==> src/rtl/shift_add_multiplier_if.sv <==
// shift_add_multiplier_if: operand/result valid-ready handshake bundle for the shift-add multiplier.
interface shift_add_multiplier_if #(parameter int WIDTH = 8);
  logic in_valid;
  logic in_ready;
  logic [WIDTH-1:0] x;
  logic [WIDTH-1:0] w;
  logic out_valid;
  logic out_ready;
  logic [WIDTH-1:0] product;
  logic overflow;
  modport master (output in_valid, x, w, out_ready, input in_ready, out_valid, product, overflow);
  modport slave (input in_valid, x, w, out_ready, output in_ready, out_valid, product, overflow);
endinterface

==> src/rtl/shift_add_multiplier.sv <==
// shift_add_multiplier: iterative unsigned shift-add multiplier, one multiplier bit per clock.
// Define SHIFT_ADD_MULT_SAT_EN to saturate product to all ones on overflow instead of wrapping.
module shift_add_multiplier #(
  parameter int WIDTH = 8
) (
  input logic clk,
  input logic rst,
  shift_add_multiplier_if.slave bus
);
  typedef enum logic [1:0] {IDLE, BUSY, DONE} state_t;
  localparam int CW = $clog2(WIDTH + 1);
  state_t state, next;
  logic [2*WIDTH-1:0] acc, mcand, acc_next;
  logic [WIDTH-1:0] mplr, product;
  logic [CW-1:0] cnt;
  logic overflow, last;
  assign bus.in_ready = state == IDLE;
  assign bus.out_valid = state == DONE;
  assign bus.product = product;
  assign bus.overflow = overflow;
  always_comb begin
    acc_next = mplr[0] ? acc + mcand : acc;
    last = cnt == CW'(WIDTH - 1);
    next = state;
    if (state == IDLE && bus.in_valid) next = BUSY;
    if (state == BUSY && last) next = DONE;
    if (state == DONE && bus.out_ready) next = IDLE;
  end
  always_ff @(posedge clk or posedge rst) begin
    if (rst) begin
      state <= IDLE;
      acc <= '0;
      mcand <= '0;
      mplr <= '0;
      cnt <= '0;
      product <= '0;
      overflow <= 1'b0;
    end else begin
      state <= next;
      if (state == IDLE && bus.in_valid) begin
        mcand <= {{WIDTH{1'b0}}, bus.x};
        mplr <= bus.w;
        acc <= '0;
        cnt <= '0;
      end else if (state == BUSY) begin
        acc <= acc_next;
        mcand <= mcand << 1;
        mplr <= mplr >> 1;
        cnt <= cnt + 1'b1;
        if (last) begin
          overflow <= |acc_next[2*WIDTH-1:WIDTH];
`ifdef SHIFT_ADD_MULT_SAT_EN
          product <= |acc_next[2*WIDTH-1:WIDTH] ? '1 : acc_next[WIDTH-1:0];
`else
          product <= acc_next[WIDTH-1:0];
`endif
        end
      end
    end
  end
endmodule

==> src/flat_wrapper.sv <==
// flat-port wrapper written by rule: the top's interface ports become plain ports
module shift_add_multiplier_flat 
#(
  parameter int WIDTH = 8
)
  (clk, rst, bus_in_valid, bus_x, bus_w, bus_out_ready, bus_in_ready, bus_out_valid, bus_product, bus_overflow);
  shift_add_multiplier_if #(.WIDTH(WIDTH)) bus_i ();
  input logic clk;
  input logic rst;
  input wire logic [$bits(bus_i.in_valid)-1:0] bus_in_valid;
  input wire logic [$bits(bus_i.x)-1:0] bus_x;
  input wire logic [$bits(bus_i.w)-1:0] bus_w;
  input wire logic [$bits(bus_i.out_ready)-1:0] bus_out_ready;
  output wire logic [$bits(bus_i.in_ready)-1:0] bus_in_ready;
  output wire logic [$bits(bus_i.out_valid)-1:0] bus_out_valid;
  output wire logic [$bits(bus_i.product)-1:0] bus_product;
  output wire logic [$bits(bus_i.overflow)-1:0] bus_overflow;
  assign bus_i.in_valid = bus_in_valid;
  assign bus_i.x = bus_x;
  assign bus_i.w = bus_w;
  assign bus_i.out_ready = bus_out_ready;
  assign bus_in_ready = bus_i.in_ready;
  assign bus_out_valid = bus_i.out_valid;
  assign bus_product = bus_i.product;
  assign bus_overflow = bus_i.overflow;
  shift_add_multiplier #(.WIDTH(WIDTH)) u_core (.clk(clk), .rst(rst), .bus(bus_i));
endmodule
==> config.mk <==
export PLATFORM = sky130hd
export DESIGN_NAME = shift_add_multiplier_flat
export DESIGN_NICKNAME = d
export VERILOG_FILES = /design/src/rtl/shift_add_multiplier_if.sv /design/src/rtl/shift_add_multiplier.sv /design/src/flat_wrapper.sv
export SDC_FILE = /design/constraint.sdc
export NUM_CORES = 1
export LEC_CHECK = 0
export ABC_AREA = 0
export CAP_MARGIN = 20
export CORE_MARGIN = 10
export CORE_UTILIZATION = 45
export DETAILED_ROUTE_END_ITERATION = 8
export PLACE_DENSITY = 0.74
export SLEW_MARGIN = 20
export SYNTH_ARGS = -nofsm -noshare
export SYNTH_HDL_FRONTEND = slang
export SYNTH_SLANG_ARGS = --single-unit
==> constraint.sdc <==
create_clock -name clk -period 2.56 [get_ports clk]
set_input_delay 0.256 -clock clk [delete_from_list [all_inputs] [get_ports clk]]
set_output_delay 0.256 -clock clk [all_outputs]
set_load 0.03 [all_outputs]
Yosys cells after proc, flatten, opt, wreduce, memory -nomap -nowiden

Cells that the tools add are included.

Bits in read-only memories: 0
Bits in latches: 0
Output and inout bits: 11
Logic and storage cells: 33
RAM bits: 0
Memories kept: 0
Bits of input ports: 20
Register bits: 55

Bitwise logic cells: 1
Equal/unequal tests: 3
Add/subtract/negate cells: 2
Reduce and logical (&&, ||, !) cells: 8
Div/mod/pow operators: 0
Multipliers: 0
Multiplexer cells: 12
$lt $le $gt $ge: 0
Shifts and indexed selects: 0

Operator list:

| cell                                                                  | number |
|---|---|
| 16-bit two-way mux                                                    | 5 |
| 16-bit adder                                                          | 1 |
| 8-bit two-way mux                                                     | 2 |
| 4-bit two-way mux                                                     | 2 |
| 8-bit OR reduction                                                    | 1 |
| 2-bit two-way mux                                                     | 3 |
| 4-bit by 1-bit adder with 4-bit output, second input constant         | 1 |
| 4-bit by 3-bit equality test with 1-bit output, second input constant | 1 |
| 1-bit logical AND                                                     | 3 |
| 3-bit AND reduction                                                   | 1 |
| 3-bit nonzero test                                                    | 1 |
| 2-bit by 1-bit equality test with 1-bit output, second input constant | 1 |
| 2-bit equality test, second input constant                            | 1 |
| 2-bit zero test                                                       | 1 |
| 2-bit nonzero test                                                    | 1 |
| 1-bit NOT                                                             | 1 |

Logic depth before layout (Yosys ltp)

Gate-level depths: netlist of run 1.

Depth after elaboration: 5
Gate-level depth with buffers: 9
Gate-level depth less buffers: 9

Worst setup path before layout of run 1

Ideal clock, no wire load.

Path kind: reg-to-reg
Start: register u_core.mcand[0]
End: register u_core.overflow, in the netlist u_core.bus.overflow
Clock period less this slack: 2.528 ns
Arrival time: 2.390 ns
Required time: 2.422 ns
Setup time: 0.138 ns
Slack: 0.032 ns
Path buffers: 0
Cell stages (with the launch flop): 10
Cell sequence: dfrtp_1 > ha_1 > fa_1 > a211oi_1 > o21bai_1 > a21o_1 > a31o_2 > mux2i_1 > a2111oi_1 > a31oi_1

Longest elaborated chain between the ends: 3

RTL lines:

| element                  | line                       | RTL |
|---|---|---|
| start: declaration       | shift_add_multiplier.sv:13 | `logic [2*WIDTH-1:0] acc, mcand, acc_next;` |
| start signal: assignment | shift_add_multiplier.sv:41 | `mcand <= {{WIDTH{1'b0}}, bus.x};` |
| start signal: assignment | shift_add_multiplier.sv:47 | `mcand <= mcand << 1;` |
| 16-bit adder             | shift_add_multiplier.sv:22 | `acc_next = mplr[0] ? acc + mcand : acc;` |
| 16-bit two-way mux       | shift_add_multiplier.sv:22 |  |
| 8-bit OR reduction       | shift_add_multiplier.sv:51 | `overflow <= \|acc_next[2*WIDTH-1:WIDTH];` |
| end signal: assignment   | shift_add_multiplier.sv:51 |  |
| end: declaration         | shift_add_multiplier.sv:16 | `logic overflow, last;` |

No other way between the ends.
A chain may end at the register's enable or synchronous reset.

Worst setup path after layout of run 1

Start: register u_core.mcand[7]
End: register u_core.overflow, in the netlist u_core.bus.overflow

Same word-level chain as after synthesis.

==> results.cfg, run 1 <==
[floorplan]
fp.coreArea_mm2 = 0.006756
initial_core_util = 0.4630
fp-row-count = 30
die_y_um = 103.4
die_x_um = 103.4
design.die.area_mm2 = 0.01069
pin_count = 31

[critical_path]
path_max_fanout = 6
worst-setup-path-type = register to register
timing.critical_path.from = u_core.mcand[7]
cp-end-kind = register
required_ns = 2.74
reg2reg_from = u_core.mcand[7]
startpoint_type = register
path_cells = ha_1 > and4_1 > a221o_1 > a21o_1 > a31o_2 > mux2i_1 > a2111oi_2 > a31oi_1
max_stage_delay_ns = 0.45
cpMaxStageDelayCell = dfrtp_1
crit_family = compound AO/OA/AOI/OAI gates
arrival_ns = 2.68
critPathBufInv = 0

[global_routing]
grt_pass1_wl_mm = 12.19
grt_max_degree = 31
grt-ovfl-total = 0
grt_pass1_vias = 2522
antenna_found_initial = 0
grtUsageTotal = 0.1422

[yosys]
yosysWarnings = 0
synth_top_family_by_area = compound AO/OA/AOI/OAI gates
ys.flop_type = dfrtp_1
synth_top_cell_area_share = 0.4400
synth_compound_area_frac = 0.2264
synth_area_mm2 = 0.003128
synthAdderAreaFrac = 0.07040
yosysSeqAreaShare = 0.4400
synth_cells = 313
ys_ff_latch = 55
synth_edf_count = 0
synthesis.nets = 350
synth_area_leaders = dfrtp_1 44%, mux2i_1 7.4%, ha_1 6.4%
synth-xor-area-share = 0.03040
synth_top_area_cell = dfrtp_1
synth.distinct_cells = 51
synth-async-reset-ratio = 1.000
synthSimpleGateAreaFrac = 0.1356
synth.area.mux_share = 0.07720
synth.avg_cell_area_um2 = 9.994

[sta]
final.min_clock_period_ns = 2.495
tightest_slew_ns = 0.6738
grt_setup_unrepaired = yes
hold_violations = 0
finalMaxSlewViolations = 0
period_share = 0.9746
fin_worst_skew_ns = 0.006473
relSlewSlack = 0.5508
timing.fmax_ghz = 0.4008
finalSetupViolations = 0

[clock_tree]
clkSinkCount = 55
clk_latency_ns = 0.31
htree_levels = 2
cts_tree = done
clk_pin_slew_ns = 0.10
cts_hold_buffers = 0
cts_root_buffer = clkbuf_8
clock_path_buffers = 2
cts_buffers = 5

[detailed_routing]
vias = 2486
routedWlPerCell_um = 16.51
ant_nets = 0
drc = 0
drt_iter0_drc = 132
routed_via_density = 5.768
first_pass_iters = 6
wirelength_mm = 7.114

[finish]
diodes = 0
post-route-util = 0.5493
drive_above_1_share = 0.1168
nets = 388
area_growth_pct = 18.64
finalNonFillerCells = 431

[power_and_ir_drop]
total_power_mw = 4.077
irDropWorstVdd_mv = 0.4911
p_leak_nw = 1.695
power_density_mw_per_mm2 = 1099

[flow_run]
maxCapViolCount = 0

[placement]
place.gp.congestion = 0.9017
portBuffers = 30
dpl.hpwl_mm = 5.286
dp_cells = 424

[outcome]
outcome = finished clean

[min_path]
hp-class = input pin to async pin
-- path summary, 6_finish.rpt --
path	endpoint	slack, ns	cells past startpoint
max	u_core.bus.overflow	0.07	8
min	u_core.mplr[5]	0.25	2
max reg2reg	u_core.bus.overflow	0.07	8
min reg2reg	u_core.mplr[1]	0.49	2
max in group asynchronous	u_core.acc[7]	1.70	3
min in group clk	u_core.mplr[1]	0.49	2
-- synthesized netlist by cell type (3+ instances only) --
cell / number
dfrtp_1: 55
nand2_1: 33
o21ai_0: 32
mux2i_1: 23
a21oi_1: 22
a22o_1: 21
nor2_1: 20
ha_1: 16
clkbuf_1: 9
a21o_1: 8
xnor2_1: 7
nand2b_1: 4
nor2b_1: 4
nor3_1: 4
and2_1: 3
and2b_2: 3
and3_1: 3
inv_1: 3
o211a_1: 3
-- layer usage --
layer  part of all wire  track usage  vias to the layer above
met2               0.47       0.2393                       70
met3              0.046      0.03123                       13
met5                  0            0                        -
met4              0.022      0.04171                        0
met1               0.46       0.1783                     1180
li1                   -            -                     1223
-- cells in the final DEF (no fill, tap or decap), types with 5 or more instances in the layout --
cell / count
dfrtp_1: 55
nand2_1: 33
mux2i_1: 23
nor2_1: 20
xnor2_1: 7
clkdlybuf4s50_1: 30
o21ai_0: 29
a22o_1: 21
a21oi_1: 21
buf_4: 13
ha_1: 13
a21o_1: 8
clkbuf_8: 5
-- worst reg2reg max path, stage by stage (launching register included) --
cell and delay, ns:
dfrtp_1 0.45, ha_1 0.38, and4_1 0.24, a221o_1 0.31, a21o_1 0.20, a31o_2 0.25
mux2i_1 0.14, a2111oi_2 0.28, a31oi_1 0.11
-- repair_timing --
item                                    CTS  global route
endpoints found under the setup margin    1             3
buffers inserted                          0             0
pin swaps                                 3             7
resized for setup                         4             8
-- through the flow --
| step | setup TNS (ns) | hold WS [ns] | instance area, µm² | worst slack, ns |
|---|---|---|---|---|
| after global routing | -0.02500 | 0.2809 | 3711 | -0.02500 |
| after floorplan | 0 | 0.3407 | 3128 | 0.03188 |
| after global placement | -0.07540 | 0.4643 | 3578 | -0.07540 |
| after CTS | 0 | 0.2579 | 3692 | 0.003475 |
| after detailed placement | -0.07818 | 0.4700 | 3578 | -0.07818 |
| final | 0 | 0.2494 | 3711 | 0.06504 |
-- layout make-up --
| cell class | count | area [µm²] |
|---|---|---|
| fill | 599 | 3045 |
| multi-input combinational | 243 | 1723 |
| sequential | 55 | 1376 |
| timing repair buffer | 43 | 397.9 |
| tap | 80 | 100.1 |
| clock buffer | 6 | 72.57 |
| clock inverter | 1 | 30.03 |
| inverter | 3 | 11.26 |
-- cell families after synthesis --
logic type               Yosys count
AO/OA/AOI/OAI                    106
AND/OR/NAND/NOR                   86
XOR/XNOR                          10
buffers and inverters             15
flip-flops                        55
adder cells (fa/ha/maj)           17
multiplexers                      24
-- power by group --
| group | internal, mW | leakage [nW] | switching (mW) |
|---|---|---|---|
| clock | 0.287 | 0.0513 | 0.279 |
| sequential | 1.19 | 0.731 | 0.322 |
| combinational | 0.880 | 0.912 | 1.11 |
| total | 2.36 | 1.69 | 1.72 |
-- registers in the layout, indices dropped and copies added (netlist names) --
signal	count
u_core.acc	16
u_core.bus.overflow	1
u_core.bus.product	8
u_core.cnt	4
u_core.mcand	16
u_core.mplr	8
u_core.state	2
(Power assumes the default switching activity.)
==> run 2: changes to the inputs <==
CAP_MARGIN = 40   (was 20)
CORE_ASPECT_RATIO = 0.9   (was default)
CTS_CLUSTER_SIZE = 24   (was default)
==> run 2 against run 1 <==
  * Core utilization rose by 2.4 points
  * Clock-buffer cell count fell by 1
  * Combinational power rose by 6%
  * Wire length rose by 1.0%
  * Clock power rose by 4.8%
  * Worst setup slack got worse by 0.048 ns
  * Critical path depth rose by 1
  * Die area barely moved
  * Clock skew barely moved
  * Register-to-register slack got worse by 0.05 ns
  * Sequential share of layout area fell by 1.0 points
  * Sequential cell count did not move
  * Largest power group unchanged
==> results.cfg, run 2 (synthesized netlist as in run 1, its figures left out) <==
[clock_tree]
clock_path_buffers = 2
clkSinkCount = 55
cts_root_buffer = clkbuf_8
cts_tree = done
cts_buffers = 5
cts_hold_buffers = 0
clk_pin_slew_ns = 0.10
clk_latency_ns = 0.31
htree_levels = 2

[power_and_ir_drop]
comb_power_share = 0.502
swShare = 0.4240
total_power_mw = 4.205
power_density_mw_per_mm2 = 1102
p_clk_frac = 0.141
p_sw_mw = 1.783
p_leak_nw = 1.750
p_seq_frac = 0.356
internal_power_mw = 2.422
irDropWorstVdd_mv = 0.5348

[floorplan]
die_x_um = 107.9
fp-row-count = 28
die_y_um = 99.10
fp.coreArea_mm2 = 0.006656
pin_count = 31
initial_core_util = 0.4699
design.die.area_mm2 = 0.01069

[detailed_routing]
vias = 2558
wirelength_mm = 7.188
routed_via_density = 5.710
drc = 0
first_pass_iters = 4
routedWlPerCell_um = 16.04
ant_nets = 0
drt_iter0_drc = 82

[sta]
timing.fmax_ghz = 0.3932
tightest_slew_ns = 0.5572
period_share = 0.9934
final.min_clock_period_ns = 2.543
holdWs_ns = 0.2987
hold_violations = 0
grt_setup_unrepaired = yes
finalSetupViolations = 0
finalMaxSlewViolations = 0
fin_worst_skew_ns = 0.006934
relSlewSlack = 0.6285

[critical_path]
path_max_fanout = 2
arrival_ns = 2.73
ff2ff_path_depth = 9
required_ns = 2.75
worst-setup-path-type = register to register
startpoint_type = register
cp-end-kind = register

[finish]
nets = 395
layout_commonest_cell = dfrtp_1
drive_above_1_share = 0.1425
final_cell_mix = 55 x dfrtp_1, 33 x nand2_1, 30 x clkdlybuf4s50_1, 29 x o21ai_0, 23 x mux2i_1
diodes = 0
top_regs = u_core.acc x16, u_core.mcand x16
final_area_mm2 = 0.003816
nFillCells = 605
area_growth_pct = 22.00

[min_path]
hp-class = input pin to async pin

[outcome]
outcome = finished clean

[global_routing]
grt_max_degree = 32
grt_pass1_wl_mm = 11.90
grt-ovfl-total = 0
grtUsageTotal = 0.1334
grt_pass1_vias = 2511
antenna_found_initial = 0

[placement]
place.gp.congestion = 0.8834
portBuffers = 30
place_area_mm2 = 0.003626
dpl.hpwl_mm = 5.136

[flow_run]
maxCapViolCount = 0
-- run 2: per-stage QoR --
stage,std cells,util,TNS [ns],worst slack (ns)
floorplan,313,-,0,0.03188
global placement,437,0.5447,-0.1033,-0.1033
detailed placement,437,0.5447,-0.1360,-0.1360
CTS,446,0.5654,0,0.01080
global route,448,0.5733,-0.1529,-0.1403
finish,448,0.5733,0,0.01690
-- run 2: layout make-up --
class | instances | area [µm²] | area share
clock buffers | 5 | 68.82 | 0.01803
flip-flops and latches | 55 | 1376 | 0.3607
repair buffers | 50 | 462.9 | 0.1213
clock inverters | 2 | 41.29 | 0.01082
multi-input cells | 243 | 1743 | 0.4567
inverters | 3 | 11.26 | 0.002951
well taps | 90 | 112.6 | 0.02951
-- run 2: path summary, 6_finish.rpt --
path | startpoint | endpoint | slack, ns
setup / recovery | u_core.mcand[0] | u_core.bus.overflow | 0.02
hold / removal | rst | u_core.mplr[2] | 0.30
setup reg to reg | u_core.mcand[0] | u_core.bus.overflow | 0.02
hold reg to reg | u_core.mplr[1] | u_core.mplr[1] | 0.49
max in group asynchronous | rst | u_core.acc[5] | 1.70
min in group clk | u_core.mplr[1] | u_core.mplr[1] | 0.49
-- run 2: timing repair --
item                       in CTS  in global routing
pin swaps                       4                 10
resized for setup               3                 12
buffers inserted                2                  2
setup endpoints to repair       1                  3
-- run 2: worst max-delay path, stage by stage (launching register included) --
cell and delay, ns:
dfrtp_1 0.41, ha_2 0.21, fa_2 0.39, a211oi_4 0.28, o21bai_2 0.11, a21o_1 0.21
xnor2_2 0.14, o2111ai_1 0.14, a2111oi_2 0.40, a31oi_1 0.12
-- run 2: metal layers --
layer / vias up / routed length (µm) / global-route usage
met5: - / 0 / 0
met4: 0 / 39 / 0.03285
met3: 5 / 402 / 0.03613
met2: 75 / 3355 / 0.2067
met1: 1238 / 3391 / 0.1800
li1: 1240 / - / -
-- run 2: power by group through the flow --
stage / logic (mW) / registers (mW) / clock network (mW)
6_report: 2.11 / 1.50 / 0.594
5_1_grt: 2.33 / 1.55 / 0.643
4_1_cts: 2.05 / 1.49 / 0.608
3_5_place_dp: 2.03 / 1.50 / 0
3_3_place_gp: 1.98 / 1.49 / 0
2_1_floorplan: 1.34 / 1.53 / 0
==> run 3: changes to the inputs <==
--- a/config.mk
+++ b/config.mk
@@ -14,4 +14,5 @@
 export DETAILED_ROUTE_END_ITERATION = 8
 export PLACE_DENSITY = 0.74
+export REMOVE_ABC_BUFFERS = 1
 export SLEW_MARGIN = 20
 export SYNTH_ARGS = -nofsm -noshare
==> constraint.sdc (replaced) <==
create_clock -name clk -period 2.56 [get_ports clk]
set_input_delay 0.384 -clock clk [delete_from_list [all_inputs] [get_ports clk]]
set_output_delay 0.384 -clock clk [all_outputs]
set_load 0.03 [all_outputs]
==> run 3 against run 2 <==
  * Worst hold slack improved by 0.064 ns
  * Clock power fell by 5.7%
  * Die area did not move
  * Non-clock buffer count fell by 6
  * Sequential share of layout area rose by 0.35 points
  * Cell count fell by 1.3%
  * Highest routed layer unchanged
==> results.cfg, run 3 (synthesized netlist as in run 1, its figures left out) <==
[power_and_ir_drop]
power_density_mw_per_mm2 = 1104
p_seq_frac = 0.360
internal_power_mw = 2.408
comb_power_share = 0.506
irDropWorstVdd_mv = 0.6770
p_leak_nw = 1.701
p_sw_mw = 1.763
p_clk_frac = 0.134
swShare = 0.4227

[clock_tree]
clk_pin_slew_ns = 0.09
clkSinkCount = 55
clk_latency_ns = 0.31
cts_buffers = 5
cts_tree = done
clock_path_buffers = 2
cts_root_buffer = clkbuf_8
htree_levels = 2
cts_hold_buffers = 0

[detailed_routing]
drt_iter0_drc = 104
drc = 0
routed_via_density = 5.670
vias = 2506
wirelength_mm = 7.256
ant_nets = 0
routedWlPerCell_um = 16.42
first_pass_iters = 4

[outcome]
outcome = finished clean

[floorplan]
pin_count = 31
die_y_um = 99.10
fp.coreArea_mm2 = 0.006656
die_x_um = 107.9
initial_core_util = 0.4699
fp-row-count = 28
design.die.area_mm2 = 0.01069

[finish]
area_growth_pct = 20.84
final_area_mm2 = 0.003780
diodes = 0
nets = 389
layout_commonest_cell = dfrtp_1
nFillCells = 587
finalNonFillerCells = 442
drive_above_1_share = 0.1307
multi_input_area_mm2 = 0.001759
regArea_mm2 = 0.001376
final_cell_mix = 55 x dfrtp_1, 33 x nand2_1, 30 x o21ai_0, 30 x clkdlybuf4s50_1, 23 x mux2i_1
top_regs = u_core.acc x16, u_core.mcand x16

[sta]
holdWs_ns = 0.3623
timing.fmax_ghz = 0.3955
period_share = 0.9877
fin_worst_skew_ns = 0.005296
finalSetupViolations = 0
finalMaxSlewViolations = 0
grt_setup_unrepaired = yes
relSlewSlack = 0.5784
hold_violations = 0
final.min_clock_period_ns = 2.529
finalWorstSetupSlack_ns = 0.03144
tightest_slew_ns = 0.6301

[placement]
dp_cells = 434
pre_cts_ws_ns = -0.09138
dpl.hpwl_mm = 5.363
place_area_mm2 = 0.003603
portBuffers = 30
place.gp.congestion = 0.8733

[critical_path]
rr_endpoint = u_core.bus.overflow
reg2reg_from = u_core.mcand[1]
required_ns = 2.74
r2r_slack_ns = 0.03
ff2ff_path_depth = 8
startpoint_type = register
path_max_fanout = 4
arrival_ns = 2.71
path_cells = ha_1 > a211oi_4 > o211ai_1 > and3_1 > nor3_2 > o2111ai_2 > a2111oi_2 > a31oi_1
worst-setup-path-type = register to register
max_stage_delay_ns = 0.45
cpMaxStageDelayCell = dfrtp_1
cp-end-kind = register

[min_path]
hp-class = input pin to async pin

[global_routing]
grtUsageTotal = 0.1393
antenna_found_initial = 0
grt_pass1_vias = 2568
grt_max_degree = 40
grt_pass1_wl_mm = 12.47
grt-ovfl-total = 0

[flow_run]
maxCapViolCount = 0
==> run 3: area by class of cell <==
cell class / count / share of cell area
multi-input combinational: 243 / 0.4654
clock inverter: 1 / 0.007944
sequential: 55 / 0.3641
inverter: 3 / 0.002979
tap: 90 / 0.02979
timing repair buffer: 44 / 0.1106
clock buffer: 6 / 0.01920
==> run 3: through the flow <==
step	total power [mW]	utilization	TNS, ns
floorplan	2.820	-	0
global placement	3.444	0.5414	-0.04885
detailed placement	3.522	0.5414	-0.09138
CTS	4.104	0.5588	0
global route	4.501	0.5679	-0.2719
finish	4.172	0.5679	0
==> run 3: metal layers <==
| layer | track usage | part of all wire |
|---|---|---|
| met4 | 0.04517 | 0.015 |
| met1 | 0.1887 | 0.46 |
| met2 | 0.2189 | 0.47 |
| met5 | 0 | 0 |
| met3 | 0.02581 | 0.051 |
==> run 3: worst max path at each step <==
stage | start | to | depth (start not counted)
finish | u_core.mcand[1] | u_core.bus.overflow | 8
global route | u_core.mcand[1] | u_core.bus.overflow | 8
CTS | u_core.mcand[0] | u_core.bus.overflow | 9
detailed placement | u_core.mcand[0] | u_core.bus.overflow | 9
global placement | u_core.mcand[0] | u_core.bus.overflow | 9
floorplan | u_core.mcand[0] | u_core.bus.overflow | 9
==> run 3: repair_timing <==
item,in CTS,in global routing
pin swaps,3,5
buffers inserted,0,1
gates resized for setup,4,12
setup endpoints to repair,1,3
==> run 3: worst max-delay path, delay by kind of cell, from the launching register on <==
kind | cells | cell delay [ns]
AO/OA/AOI/OAI | 5 | 1.19
flip-flops | 1 | 0.45
AND/OR/NAND/NOR | 2 | 0.41
adder cells (fa/ha/maj) | 1 | 0.37
==> run 3: power by group through the flow <==
stage / clock (mW) / combinational, mW / sequential (mW)
finish: 0.560 / 2.11 / 1.50
global route: 0.605 / 2.34 / 1.55
CTS: 0.567 / 2.04 / 1.49
detailed placement: 0 / 2.01 / 1.51
global placement: 0 / 1.95 / 1.49
floorplan: 0 / 1.25 / 1.57
==> RTL change 1, RTL diff (config.mk and constraints of run 2) <==
`WIDTH` is set to 8 in 3 places; all go to 16.
--- a/src/rtl/shift_add_multiplier_if.sv
+++ b/src/rtl/shift_add_multiplier_if.sv
@@ -1,3 +1,3 @@
 // shift_add_multiplier_if: operand/result valid-ready handshake bundle for the shift-add multiplier.
-interface shift_add_multiplier_if #(parameter int WIDTH = 8);
+interface shift_add_multiplier_if #(parameter int WIDTH = 16);
   logic in_valid;
--- a/src/rtl/shift_add_multiplier.sv
+++ b/src/rtl/shift_add_multiplier.sv
@@ -3,3 +3,3 @@
 module shift_add_multiplier #(
-  parameter int WIDTH = 8
+  parameter int WIDTH = 16
 ) (
--- a/src/flat_wrapper.sv
+++ b/src/flat_wrapper.sv
@@ -3,3 +3,3 @@
 #(
-  parameter int WIDTH = 8
+  parameter int WIDTH = 16
 )
Interface: changed (resized bus_product, bus_w and bus_x); port bits go from 31 to 55. No check against the original RTL was run, so the function may have changed too.
==> RTL change 1 against run 2 <==
The run now ends with setup timing left; design area rose by 140%; sequential power rose by 64%; sequential share of layout area fell by 7.8 points; routed wire length rose to 2.7 times the old value; setup slack got worse by 0.68 ns; clock power rose to 2.7 times the old value; sequential cell count rose by 49; power rose by 99%; area after synthesis rose by 98%; critical path type unchanged.
==> RTL change 1: results (changes against run 2) <==
Power
The power dissipated in combinational cells is 4.31 mW (+100%). The worst vdd rail ir drop came to 0.550 mV (+2.9%). The power per cell area is 905 nW/µm² (-18%). The leakage power summed over all cells is 4.12 nW (+140%). The proportion of power drawn by flip-flops and latches is 29.5% (-6.1 points). The switching power of the nets is 3.17 mW (+78%).

Yosys
The async set-or-reset flop fraction in the synthesized netlist is 100% (unchanged). After synthesis, the most frequently instantiated cells are 104 x sky130_fd_sc_hd__dfrtp_1, 95 x sky130_fd_sc_hd__nand2_1, 90 x sky130_fd_sc_hd__o21ai_0. By area the synthesized netlist is led by sky130_fd_sc_hd__dfrtp_1 42%, sky130_fd_sc_hd__mux2i_1 7.6%, sky130_fd_sc_hd__o21ai_0 7.3%. The number of distinct library cell variants in the gate-level netlist after synthesis is 59 (+16%). The number of warnings issued by yosys was 0 (unchanged). The post-synthesis net count is 734 (+110%). The sequential fraction of the synthesis area is 42.1% (-1.9 points).

STA
The relative slew slack is 52.9% (-9.9 points). The setup skew after layout is 0.00984 ns (+0.00291 ns). The final setup slack of the worst path is -0.667 ns (-0.684 ns). The final hold slack came to 0.336 ns (+0.0369 ns). The setup TNS after final layout came to -3.73 ns (-3.73 ns). The final-report setup violation count is 15 (+15).

GRT
The fraction of met2 tracks used by global routing is 30.6% (+9.9 points). The pin count of the biggest net entering global routing came to 73 (+130%). The met1 demand-to-capacity share in global routing came to 28.5% (+11 points). The number of global-route vias before repair came to 6031 (+140%).

The overflow left after global routing is 0 (unchanged). The number of antenna violations at the first check in global routing is 1 (+1). The global-route track usage on met3 is 5.62% (+2.0 points). The total global-route track usage is 20.5% (+7.2 points). The first-pass GRT wire length was 31500 µm (+160%).

Clock network
The number of H-tree levels is 3 (+1). The number of buffers added by the clock tree synthesis step came to 9 (+4). The clock-pin slew reported for the worst setup and hold paths after clock tree synthesis is 0.08 ns (-0.02 ns). The clock tree buffer depth is 2 (unchanged). The clock root buffer master is sky130_fd_sc_hd__clkbuf_16. The latest clock arrival within the worst-skew pair was 0.37 ns (+0.06 ns).

Final layout
In the final layout, the registers with the most flip-flops are u_core.acc: 32 flops, u_core.mcand: 32 flops. The number of nets in the final layout is 956 (+140%). The fraction of layout cells with a size suffix above 1 is 33.6% (+19 points). The number of fillers in the final layout came to 1016 (+68%).

Status
The checks that failed: setup timing. The run finished, with violations left.

Route
The starting DRC count in detailed routing was 588 (+620%). The total routed wirelength is 19400 µm (+170%). The met3 wire length was 1350 µm (+240%). The number of detailed-route iterations in the first pass is 5 (+1).

The via count of the routed design is 6094 (+140%). The met2 routed wirelength is 8780 µm (+160%). The routed length on met1 is 9020 µm (+170%).

Min path
The class of the most critical hold timing path is in2async.

Placed design
The total of buffers placed on input and output ports is 54 (+80%). The placer congestion estimate is 0.949 (+7.4%). The HPWL after detailed placement is 14300 µm (+180%).

Critical path
The origin of the worst setup path is u_core.acc[0]. The largest delay contributor family on the critical path is compound AO/OA/AOI/OAI gates. The data arrival time at the worst-slack endpoint is 3.47 ns (+0.74 ns). The peak per-stage delay on the critical path is 0.43 ns (+0.02 ns). The biggest fanout along the worst timing path is 2 (unchanged).
RTL change 1: cell count changes after synthesis, sizes merged, moves of 6 or more:
cell           run 2  this run
mux2i             23        47
nor2              20        31
xnor2              8        14
inv                3        13
a22o              21        38
a31oi              1        10
clkbuf             9        26
nand3              2         9
nand4              0         9
o21ai             33        91
a21oi             22        38
nand2             33        95
ha                16        33
dfrtp             55       104
RTL change 1: final cells by class:
type                       count  area, µm²  area share, %
inverter                      13       52.6          0.569
multi-input combinational    513       3980           43.1
clock buffer                   9        225           2.44
sequential                   104       2610           28.2
clock inverter                 7        113           1.22
timing repair buffer         245       2050           22.2
tap                          168        210           2.28
RTL change 1: cells by family after synthesis:
| group | synth area share [%] |
|---|---|
| AND/OR/NAND/NOR | 13.8 |
| adder cells (fa/ha/maj) | 7.00 |
| flip-flops | 42.1 |
| buffers and inverters | 2.93 |
| AO/OA/AOI/OAI | 23.3 |
| XOR/XNOR | 2.97 |
| multiplexers | 7.97 |
RTL change 1: per-stage QoR:
stage	worst slack, ns	cells	cell area, µm²
after CTS	-0.664	1053	8910
after global routing	-0.804	1059	9230
after global placement	-0.671	1029	8250
after detailed placement	-0.722	1029	8250
final	-0.667	1059	9230
after floorplan	-0.616	664	6230
RTL change 1: repair_timing:
action | CTS | global route
cloned | 0 | 0
endpoints found under the setup margin | 22 | 28
pin swaps | 25 | 34
setup buffers | 8 | 9
resized for setup | 55 | 60
RTL change 1: final timing paths:
| kind | to | cells past startpoint |
|---|---|---|
| max | u_core.bus.overflow | 12 |
| min | u_core.mcand[6] | 2 |
| max reg2reg | u_core.bus.overflow | 12 |
| min reg2reg | u_core.bus.product[9] | 2 |
| max in group asynchronous | u_core.acc[11] | 3 |
| min in group clk | u_core.mcand[0] | 2 |
==> RTL change 2, RTL diff (config.mk and constraints of run 2) <==
Without the edit above. Encoding of `state_t`: now one-hot (3 bits for 3 states).
--- a/src/rtl/shift_add_multiplier.sv
+++ b/src/rtl/shift_add_multiplier.sv
@@ -9,3 +9,3 @@
 );
-  typedef enum logic [1:0] {IDLE, BUSY, DONE} state_t;
+  typedef enum logic [2:0] {IDLE = 3'b001, BUSY = 3'b010, DONE = 3'b100} state_t;
   localparam int CW = $clog2(WIDTH + 1);
Behaviour: same outputs for any inputs over 4 cycles, from zero or initial values and one cycle with rst high; so few cycles prove little.
==> RTL change 2 against run 2 <==
The flow now finishes with violations (setup timing); area after synthesis up 3.0%; utilization rose by 0.84 points; setup slack got worse by 0.074 ns; routed wire length increased by 9.8%; sequential cell count grew 1; design area grew 6.8%; die area increased by 2.4%; critical path type unchanged.
Power is left out: it rests on default switching activity, and per cell area and clock period it moved more than threefold.
==> RTL change 2: results (changes against run 2) <==
GRT
The number of antenna violations at the first check in global routing is 0 (unchanged). The global-route track usage on met3 is 2.63% (-0.99 points). The fraction of met2 tracks used by global routing is 23.2% (+2.5 points). The first-pass GRT wire length is 13200 µm (+11%).

The number of global-route vias before repair is 2806 (+12%). The pin count of the biggest net entering global routing is 57 (+78%). The met1 demand-to-capacity share in global routing is 19.4% (+1.4 points). The total global-route track usage was 14.6% (+1.3 points).

Clock network
The clock-pin slew reported for the worst setup and hold paths after clock tree synthesis is 0.10 ns (about the same). The latest clock arrival within the worst-skew pair is ~0.32 ns. The post-CTS setup repair buffer count is 3 (+1). The clock tree buffer depth came to 2 (unchanged).

The number of gates resized after CTS is 10 (+7).

Route
The via count of the routed design was 2733 (+6.8%). The number of detailed-route iterations in the first pass is 5 (+1). The starting DRC count in detailed routing is 174 (+110%). The mean routed wirelength per cell is 15.8 µm (-1.4%).

Final layout
The number of fillers in the final layout came to 586 (-3.1%). The fraction of layout cells with a size suffix above 1 is 20.9% (+6.7 points). The number of nets in the final layout came to 442 (+12%).

Status
The final reports fail on setup timing. The flow ran to the end, but the final reports show violations.

Placed design
The HPWL after detailed placement is 5710 µm (+11%). The worst slack after detailed placement is -0.158 ns (-0.0224 ns). The cell area after placement was 3820 µm² (+5.3%). The placer congestion estimate is 0.917 (+3.8%).

STA
The final setup slack of the worst path was -0.0570 ns (-0.0739 ns). The transition time at the pin with the least slew margin is 0.692 ns (+0.135 ns). The setup skew after layout is 0.00612 ns (-0.000819 ns).

The final-report setup violation count is 1 (+1).

Yosys
Counting instances in the post-synthesis netlist gives the leading cell types as 70 x sky130_fd_sc_hd__nand2_1, 55 x sky130_fd_sc_hd__dfrtp_1, 30 x sky130_fd_sc_hd__o21ai_0. The sequential fraction of the synthesis area is 43.6% (-0.45 points). The post-synthesis net count is 377 (+7.7%). Among all cell types in the netlist, the one instantiated most often is sky130_fd_sc_hd__nand2_1.

The number of distinct library cell variants in the gate-level netlist after synthesis was 49 (-3.9%). By area the synthesized netlist is led by sky130_fd_sc_hd__dfrtp_1 43%, sky130_fd_sc_hd__nand2_1 8.2%, sky130_fd_sc_hd__ha_1 6.2%.

Critical path
The biggest fanout along the worst timing path is 7 (+5). The data arrival time at the worst-slack endpoint is 2.83 ns (+0.10 ns).
## RTL change 2: cell types whose count changed after synthesis, sizes merged, moves of 7 or more
cell   before  now
a22oi       0    7
mux2i      23   16
nand2      33   70
a21o        9    1
a22o       21   10
## RTL change 2: kinds of logic after synthesis
| group | synth area share [%] |
|---|---|
| mux | 4.97 |
| xor+xnor | 4.08 |
| fa+ha+maj | 6.84 |
| compound gates | 21.5 |
| simple gates | 14.9 |
| flops | 43.6 |
| buf+inv | 4.20 |
## RTL change 2: per-layer routing
metal / wire (µm) / up-vias
met4: 144 / 0
met2: 3730 / 68
met1: 3670 / 1320
met5: 0 / -
met3: 349 / 10
li1: - / 1335
## RTL change 2: final cells by class
cell class	count	area, µm²	share of cell area [%]
Clock buffer	7	86.3	2.12
Clock inverter	1	7.51	0.184
Inverter	9	33.8	0.829
Multi-Input combinational cell	257	1780	43.7
Sequential cell	56	1410	34.5
Tap cell	93	116	2.86
Timing Repair Buffer	76	646	15.8
## RTL change 2: final timing paths
kind                                       start  slack (ns)  depth (start not counted)                     to
setup / recovery                u_core.mcand[11]       -0.06                          9    u_core.bus.overflow
hold / removal                               rst        0.45                          3  u_core.bus.product[0]
setup reg to reg                u_core.mcand[11]       -0.06                          9    u_core.bus.overflow
hold reg to reg            u_core.bus.product[4]        0.49                          2  u_core.bus.product[4]
max in group asynchronous                    rst        1.62                          3        u_core.mcand[1]
min in group clk                        bus_x[3]        0.48                          3        u_core.mcand[3]
## RTL change 2: stage by stage
step | utilization [%] | cells | setup TNS (ns)
4_1_cts | 57.0 | 493 | 0
3_5_place_dp | 54.5 | 482 | -0.171
6_report | 58.2 | 499 | -0.0570
2_1_floorplan | - | 340 | 0
3_3_place_gp | 54.4 | 481 | -0.0000315
5_1_grt | 58.2 | 499 | -0.182
